==> src/rtl/game_frame_ctrl.sv <==
// rtl/game_frame_ctrl.sv - frame-paced game sequencer: menu, erase/update/check/draw loop, score
// Frame ticks come from a free-running divider while a game is live; one late tick may be queued.
module game_frame_ctrl #(
  parameter int FRAME_DIV = 833333
) (
  input  logic       clk,
  input  logic       resetn,
  input  logic       go,
  input  logic       grav,
  input  logic       collide,
  input  logic       erase_done,
  input  logic       draw_done,
  output logic       startgame,
  output logic       init_game,
  output logic       erase_req,
  output logic       update_en,
  output logic       draw_req,
  output logic       grav_dir,
  output logic       endgame,
  output logic [7:0] score,
  output logic       overrun
);

  typedef enum logic [3:0] {
    S_MENU, S_MENU_WAIT, S_START, S_WAIT_TICK, S_ERASE,
    S_UPDATE, S_CHECK, S_DRAW, S_OVER
  } state_t;

  localparam logic [19:0] LAST = 20'(FRAME_DIV - 1);

  state_t      state;
  state_t      state_nx;
  logic [19:0] frame_cnt;
  logic        tick_pending;
  logic        grav_flip_req;
  logic        go_q;
  logic        grav_q;
  logic        go_armed;
  logic        grav_dir_q;
  logic        overrun_q;
  logic [7:0]  score_q;
  logic        tick;
  logic        go_rise;
  logic        grav_rise;

  // go_armed blocks a button that was already held when reset released
  assign go_rise   = go & ~go_q & go_armed;
  assign grav_rise = grav & ~grav_q;
  assign tick      = startgame && (frame_cnt == LAST);

  always_ff @(posedge clk or negedge resetn) begin
    if (!resetn) begin
      state <= S_MENU;
    end else begin
      state <= state_nx;
    end
  end

  always_comb begin
    state_nx = state;
    case (state)
      S_MENU:      if (go_rise) state_nx = S_MENU_WAIT;
      S_MENU_WAIT: if (!go) state_nx = S_START;
      S_START:     state_nx = S_WAIT_TICK;
      S_WAIT_TICK: if (tick || tick_pending) state_nx = S_ERASE;
      S_ERASE:     if (erase_done) state_nx = S_UPDATE;
      S_UPDATE:    state_nx = S_CHECK;
      S_CHECK:     state_nx = collide ? S_OVER : S_DRAW;
      S_DRAW:      if (draw_done) state_nx = S_WAIT_TICK;
      S_OVER:      if (go_rise) state_nx = S_MENU;
      default:     state_nx = S_MENU;
    endcase
  end

  always_comb begin
    startgame = 1'b1;
    init_game = 1'b0;
    erase_req = 1'b0;
    update_en = 1'b0;
    draw_req  = 1'b0;
    endgame   = 1'b0;
    case (state)
      S_MENU, S_MENU_WAIT: startgame = 1'b0;
      S_OVER: begin
        startgame = 1'b0;
        endgame   = 1'b1;
      end
      S_START:  init_game = 1'b1;
      S_ERASE:  erase_req = 1'b1;
      S_UPDATE: update_en = 1'b1;
      S_DRAW:   draw_req  = 1'b1;
      default:  ;
    endcase
    score    = score_q;
    grav_dir = grav_dir_q;
    overrun  = overrun_q;
  end

  always_ff @(posedge clk or negedge resetn) begin
    if (!resetn) begin
      frame_cnt     <= '0;
      tick_pending  <= 1'b0;
      grav_flip_req <= 1'b0;
      go_q          <= 1'b0;
      grav_q        <= 1'b0;
      go_armed      <= 1'b0;
      grav_dir_q    <= 1'b0;
      overrun_q     <= 1'b0;
      score_q       <= '0;
    end else begin
      go_q   <= go;
      grav_q <= grav;
      if (!go) begin
        go_armed <= 1'b1;
      end

      if (!startgame || frame_cnt == LAST) begin
        frame_cnt <= '0;
      end else begin
        frame_cnt <= frame_cnt + 20'd1;
      end

      overrun_q <= tick && tick_pending;

      // a new game starts with no stale frame queued from the last one
      if (state == S_START) begin
        tick_pending <= 1'b0;
      end else if (state == S_WAIT_TICK && state_nx == S_ERASE) begin
        tick_pending <= 1'b0;
      end else if (tick) begin
        tick_pending <= 1'b1;
      end

      // an edge landing in UPDATE itself is kept for the next frame
      if (state == S_START) begin
        grav_flip_req <= 1'b0;
        grav_dir_q    <= 1'b0;
      end else if (state == S_UPDATE) begin
        if (grav_flip_req) begin
          grav_dir_q <= ~grav_dir_q;
        end
        grav_flip_req <= grav_rise;
      end else if (grav_rise) begin
        grav_flip_req <= 1'b1;
      end

      if (state == S_START) begin
        score_q <= '0;
      end else if (state == S_UPDATE && score_q != 8'hFF) begin
        score_q <= score_q + 8'd1;
      end
    end
  end

endmodule

==> config.mk <==
export PLATFORM = sky130hd
export DESIGN_NAME = game_frame_ctrl
export DESIGN_NICKNAME = d
export VERILOG_FILES = /design/src/rtl/game_frame_ctrl.sv
export SDC_FILE = /design/constraint.sdc
export NUM_CORES = 1
export LEC_CHECK = 0
export BUFFER_PORTS_ARGS = -buffer_cell sky130_fd_sc_hd__buf_2
export CAP_MARGIN = 40
export CORE_ASPECT_RATIO = 1.4
export CORE_MARGIN = 10
export CORE_UTILIZATION = 25
export CTS_CLUSTER_SIZE = 24
export DETAILED_ROUTE_END_ITERATION = 10
export PLACE_DENSITY = 0.45
export SKIP_CTS_REPAIR_TIMING = 1
export SYNTH_ARGS = -nofsm -noshare
export SYNTH_HDL_FRONTEND = slang
export SYNTH_SLANG_ARGS = --single-unit
==> constraint.sdc <==
create_clock -name clk -period 2.33 [get_ports clk]
set_input_delay 0.3495 -clock clk [delete_from_list [all_inputs] [get_ports clk]]
set_output_delay 0.3495 -clock clk [all_outputs]
set_load 0.005 [all_outputs]
==> results of run 1 <==
## final timing paths
check                      startpoint            end  slack, ns  cells past startpoint
setup / recovery             state[3]       score[6]       0.45                      4
hold / removal                   grav         grav_q       0.19                      1
setup reg to reg             state[3]       score[6]       0.45                      4
hold reg to reg              go_armed       go_armed       0.46                      1
max in group asynchronous      resetn  frame_cnt[18]       1.31                      3
min in group asynchronous      resetn       go_armed       0.49                      2
## per-stage QoR
stage / power, W / setup WS [ns] / util, %
after floorplan: 0.000998 / 0.587 / -
after global placement: 0.00108 / 0.479 / 28.5
after detailed placement: 0.00108 / 0.443 / 28.5
after CTS: 0.00189 / 0.430 / 30.7
after global routing: 0.00197 / 0.323 / 30.8
final: 0.00186 / 0.448 / 30.8
## worst reg2reg max path, stage by stage (launching register included)
cell and delay [ns]:
dfrtp_1 0.48, nand4bb_4 0.32, or4_4 0.55, or3_1 0.31, a21oi_1 0.14
## state kept, by name (all words and copies together), names as in the netlist
signal / count
tick_pending: 1
frame_cnt: 20
go_q: 1
grav_dir: 1
grav_q: 1
state: 4
grav_flip_req: 1
overrun: 1
go_armed: 1
score: 8
## kinds of logic after synthesis
family / after synthesis / synth area share [%]
simple gates: 107 / 29.6
flops: 39 / 47.2
compound gates: 26 / 8.12
xor+xnor: 18 / 7.63
buf+inv: 17 / 3.69
mux: 4 / 1.94
fa+ha+maj: 3 / 1.82
## layer usage
layer	vias up	wire length [microns]	track usage, %
met5	-	0	0
met4	0	66	2.87
met3	7	142	2.16
met2	28	2500	14.4
met1	802	2170	9.22
li1	821	-	-
## final cells by class
cell class | count | area (sq um) | share of cell area, %
clock buffers | 6 | 139 | 5.57
multi-input cells | 158 | 1010 | 40.6
flip-flops and latches | 39 | 976 | 39.1
inverters | 8 | 30.0 | 1.20
clock inverters | 2 | 35.0 | 1.40
well taps | 102 | 128 | 5.12
repair buffers | 30 | 173 | 6.92
## layout by cell type, fill, tap and decap left out, types with 4 or more instances in the layout
cell and instances:
mux2i_1 4, a21oi_1 11, nor3_1 8, nand2_1 14, clkbuf_16 5, o21ai_0 4, inv_1 8, dfrtp_1 39
nor2b_1 4, buf_2 22, nand4_1 9, nor4_1 4, buf_4 7, xor2_1 7, nand3_1 11, nor2_1 28
xnor2_1 11
## power breakdown
part | leakage (nW) | switching [W] | internal (W)
sequential | 0.515 | 0.0000771 | 0.000735
combinational | 0.468 | 0.000142 | 0.000107
clock | 0.0868 | 0.000264 | 0.000532
total | 1.07 | 0.000483 | 0.00137
==> results_dict.tcl, run 1 <==
set metrics [dict create \
    outcome "finished, final reports clean" \
    yosys.area.top_type "dfrtp_1" \
    final_area_sq_um 2490 \
    grt-ovfl-total 0 \
    wl_microns 4880 \
    dp_cells 336 \
    worst_slew_pin_slew_ns 0.568 \
    via_per_inst 4.81 \
    synth.distinct_cells 43 \
    setup_tns_ns 0 \
    slowest_delay_ns 0.55 \
    max_slew_margin_pct 61.8 \
    max_freq_mhz 531 \
    stdcell_count 345 \
    crit_arrival_ns 2.09 \
    first_pass_iters 4 \
    async_reset_ff_share_pct 100 \
    synth.most_common_cell "dfrtp_1" \
    yosysSeqAreaShare_pct 47.2 \
    ys_warn_count 0 \
    ios 23 \
    antenna_found_initial 0 \
    synth.area.top_cells "dfrtp_1 (47%), nor2_1 (5.1%), xnor2_1 (4.7%)" \
    grt_pass1_vias 1732 \
    setup_violations 0 \
    root_buffer "clkbuf_16" \
    p_leak_nw 1.07 \
    cts.sinks 39 \
    coreArea_sq_um 8100 \
    power_density_nw_per_um2 745 \
    timing.hold.ws_ns 0.195 \
    cts_buffers 5 \
    io_buffers 22 \
    cp_data_required_time_ns 2.54 \
    detailed_place_hpwl_microns 3650 \
    cts_tree "built" \
    min_period_ns 1.88 \
    synth_edf_count 0 \
    postSynthAreaPerCell_sq_um 9.65 \
    cp_max_fo 11 \
    grt_max_degree 19 \
    num_vias 1658 \
    timing.final.crit_share_pct 80.8 \
    hp-class "input pin to flop" \
    htree_levels 2 \
    nNetsFinal 252 \
    placed_cell_area_sq_um 2310 \
    gp_congestion 0.765 \
    die_area_sq_um 12400 \
    insertedDiodeCount 0 \
    path_class "flop to flop" \
    cpMaxStageDelayCell "or4_4" \
    irDropWorstVdd_mv 0.370 \
    rsz0062_at_grt "false" \
    syn_inst 214 \
    start_util_pct 25.5 \
    synthToLayoutAreaGrowth_pct 20.7 \
    grt.total_usage_pct 8.14 \
    cp-start-kind "flop" \
    syn_area_sq_um 2070 \
    worst_setup_path_end_kind "flop" \
    nFillCells 881 \
    remaining_drc_errors 0 \
    drtIter0Drc 38 \
    clkLatencyLatePin_ns 0.28 \
    core.rowCount 39 \
    yosys-top-cells-count "dfrtp_1 (39), nor2_1 (28), nand2_1 (14)" \
    cts_buffer_depth 2 \
    path_cells "nand4bb_4 > or4_4 > or3_1 > a21oi_1" \
    syn-num-nets 224 \
    routedWlPerCell_microns 14.2 \
    cap_violations 0 \
    final_layout_size_suffix_gt1_share_pct 17.3 \
    die_w_microns 96.8 \
    synth.top_cell.area_share_pct 47.2 \
    worst-path-buf-inv 0 \
    crit_family "simple AND/OR/NAND/NOR gates" \
    skew_ns 0.00580 \
    die_h_microns 128 \
    ys.flop_type "dfrtp_1" \
    final_max_slew_viol_count 0 \
    hold_viol_final 0 \
    ys_ff_latch 39 \
    clk_pin_slew_ns 0.06 \
    grt_pass1_wl_microns 8500 \
    postRouteAntennaNets 0 \
]
Power figures use the tool's default switching activity.
==> run 2, diff against run 1 <==
clock period = 1.9 ns   (was 2.33 ns; I/O delays follow)
==> results_dict.tcl, run 2 (synthesis gave the netlist of run 1 again) <==
set metrics [dict create \
    outcome "finished, final reports clean" \
    remaining_drc_errors 0 \
    skew_ns 0.00431 \
    grt-ovfl-total 0 \
    drtIter0Drc 66 \
    path_depth 4 \
    cts_buffers 5 \
    nFillCells 884 \
    wl_microns 4930 \
    cap_violations 0 \
    largest_reg_flops 20 \
    irDropWorstVdd_mv 0.305 \
    worst_setup_path_end_kind "flop" \
    die_h_microns 128 \
    cts.sinks 39 \
    timing.final.crit_share_pct 92.0 \
    worst_slew_pin_slew_ns 0.614 \
    synthToLayoutAreaGrowth_pct 24.6 \
    coreArea_sq_um 8100 \
    multiInputGateArea_sq_um 1020 \
    cp-start-kind "flop" \
    utilization_pct 31.8 \
    regArea_sq_um 976 \
    clkLatencyLatePin_ns 0.28 \
    ios 23 \
    io_buffers 22 \
    hold_viol_final 0 \
    final_max_slew_viol_count 0 \
    mostFrequentLayoutCell "dfrtp_1" \
    root_buffer "clkbuf_16" \
    nNetsFinal 261 \
    r2r_setup_slack_ns 0.15 \
    grt_max_degree 28 \
    r2r_end "score[6]" \
    final_area_sq_um 2570 \
    setup_violations 0 \
    final_cell_mix "dfrtp_1 (39), nor2_1 (28), buf_2 (22), buf_4 (16), nand2_1 (14)" \
    postRouteAntennaNets 0 \
    rr_worst_depth 4 \
    path_cells "nand4bb_4 > or4_4 > or3_1 > a21oi_1" \
    max_slew_margin_pct 59.0 \
    routedWlPerCell_microns 13.9 \
    timing.hold.ws_ns 0.0139 \
    r2r_start "state[3]" \
    min_period_ns 1.75 \
    grt_pass1_wl_microns 8600 \
    power.total_w 0.00234 \
    htree_levels 2 \
    clk_pin_slew_ns 0.06 \
    grt.total_usage_pct 8.41 \
    antenna_found_initial 0 \
    p_leak_nw 1.12 \
    final_layout_size_suffix_gt1_share_pct 21.0 \
    crit_arrival_ns 1.96 \
    core.rowCount 39 \
    placed_cell_area_sq_um 2390 \
    hp-class "input pin to asynchronous set/reset pin" \
    die_area_sq_um 12400 \
    cts_tree "built" \
    cp_data_required_time_ns 2.11 \
    slowest_delay_ns 0.56 \
    via_per_inst 4.72 \
    insertedDiodeCount 0 \
    regMostFlops "frame_cnt" \
    worst-path-buf-inv 0 \
    gp_congestion 0.756 \
    path_class "flop to flop" \
    cts_buffer_depth 2 \
    power_density_nw_per_um2 911 \
    cp_max_fo 6 \
    start_util_pct 25.5 \
    first_pass_iters 4 \
    setup_tns_ns 0 \
    detailed_place_hpwl_microns 3670 \
    crit_family "simple AND/OR/NAND/NOR gates" \
    cp-startpoint "state[3]" \
    rsz0062_at_grt "false" \
    num_vias 1671 \
    cpMaxStageDelayCell "or4_4" \
    die_w_microns 96.8 \
    critPathCapture "score[6]" \
    grt_pass1_vias 1716 \
    max_freq_mhz 572 \
]
## run 2: cell types whose count changed in the layout (fill, tap and decap cells not counted), sizes merged
cell         delta
buf            +10
dlygate4sd3     -1
## run 2: worst reg2reg max path, stage by stage, from the launching register on
cell and delay, ns:
dfrtp_1 0.38, nand4bb_4 0.28, or4_4 0.56, or3_1 0.31
a21oi_1 0.15
## run 2: layout make-up
type / instances / area share (%)
flip-flops and latches: 39 / 37.9
repair buffers: 39 / 9.72
clock buffers: 6 / 5.40
inverters: 8 / 1.17
clock inverters: 2 / 1.36
well taps: 102 / 4.96
multi-input cells: 158 / 39.5
## run 2: worst min path at each step
stage / end / cells after the start
6_report: state[3] / 1
5_1_grt: score[6] / 1
4_1_cts: score[5] / 1
2_1_floorplan: frame_cnt[0] / 0
3_3_place_gp: state[2] / 1
3_5_place_dp: state[2] / 1
## run 2: through the flow
step / setup WS (ns) / cells
final: 0.151 / 354
after global routing: 0.0330 / 354
after CTS: 0.0432 / 353
after detailed placement: 0.156 / 345
after global placement: 0.177 / 345
after floorplan: 0.157 / 214
## run 2: routing by layer
layer | part of all wire [%] | vias to the layer above | global-route usage, %
met5 | 0 | - | 0
met4 | 0.85 | 0 | 3.39
met3 | 3.9 | 6 | 2.70
met2 | 52 | 26 | 14.8
met1 | 43 | 800 | 9.09
li1 | - | 839 | -
## run 2: power by group
group | switching (W) | internal [W]
combinational | 0.000224 | 0.000176
sequential | 0.0000604 | 0.000901
clock | 0.000330 | 0.000653
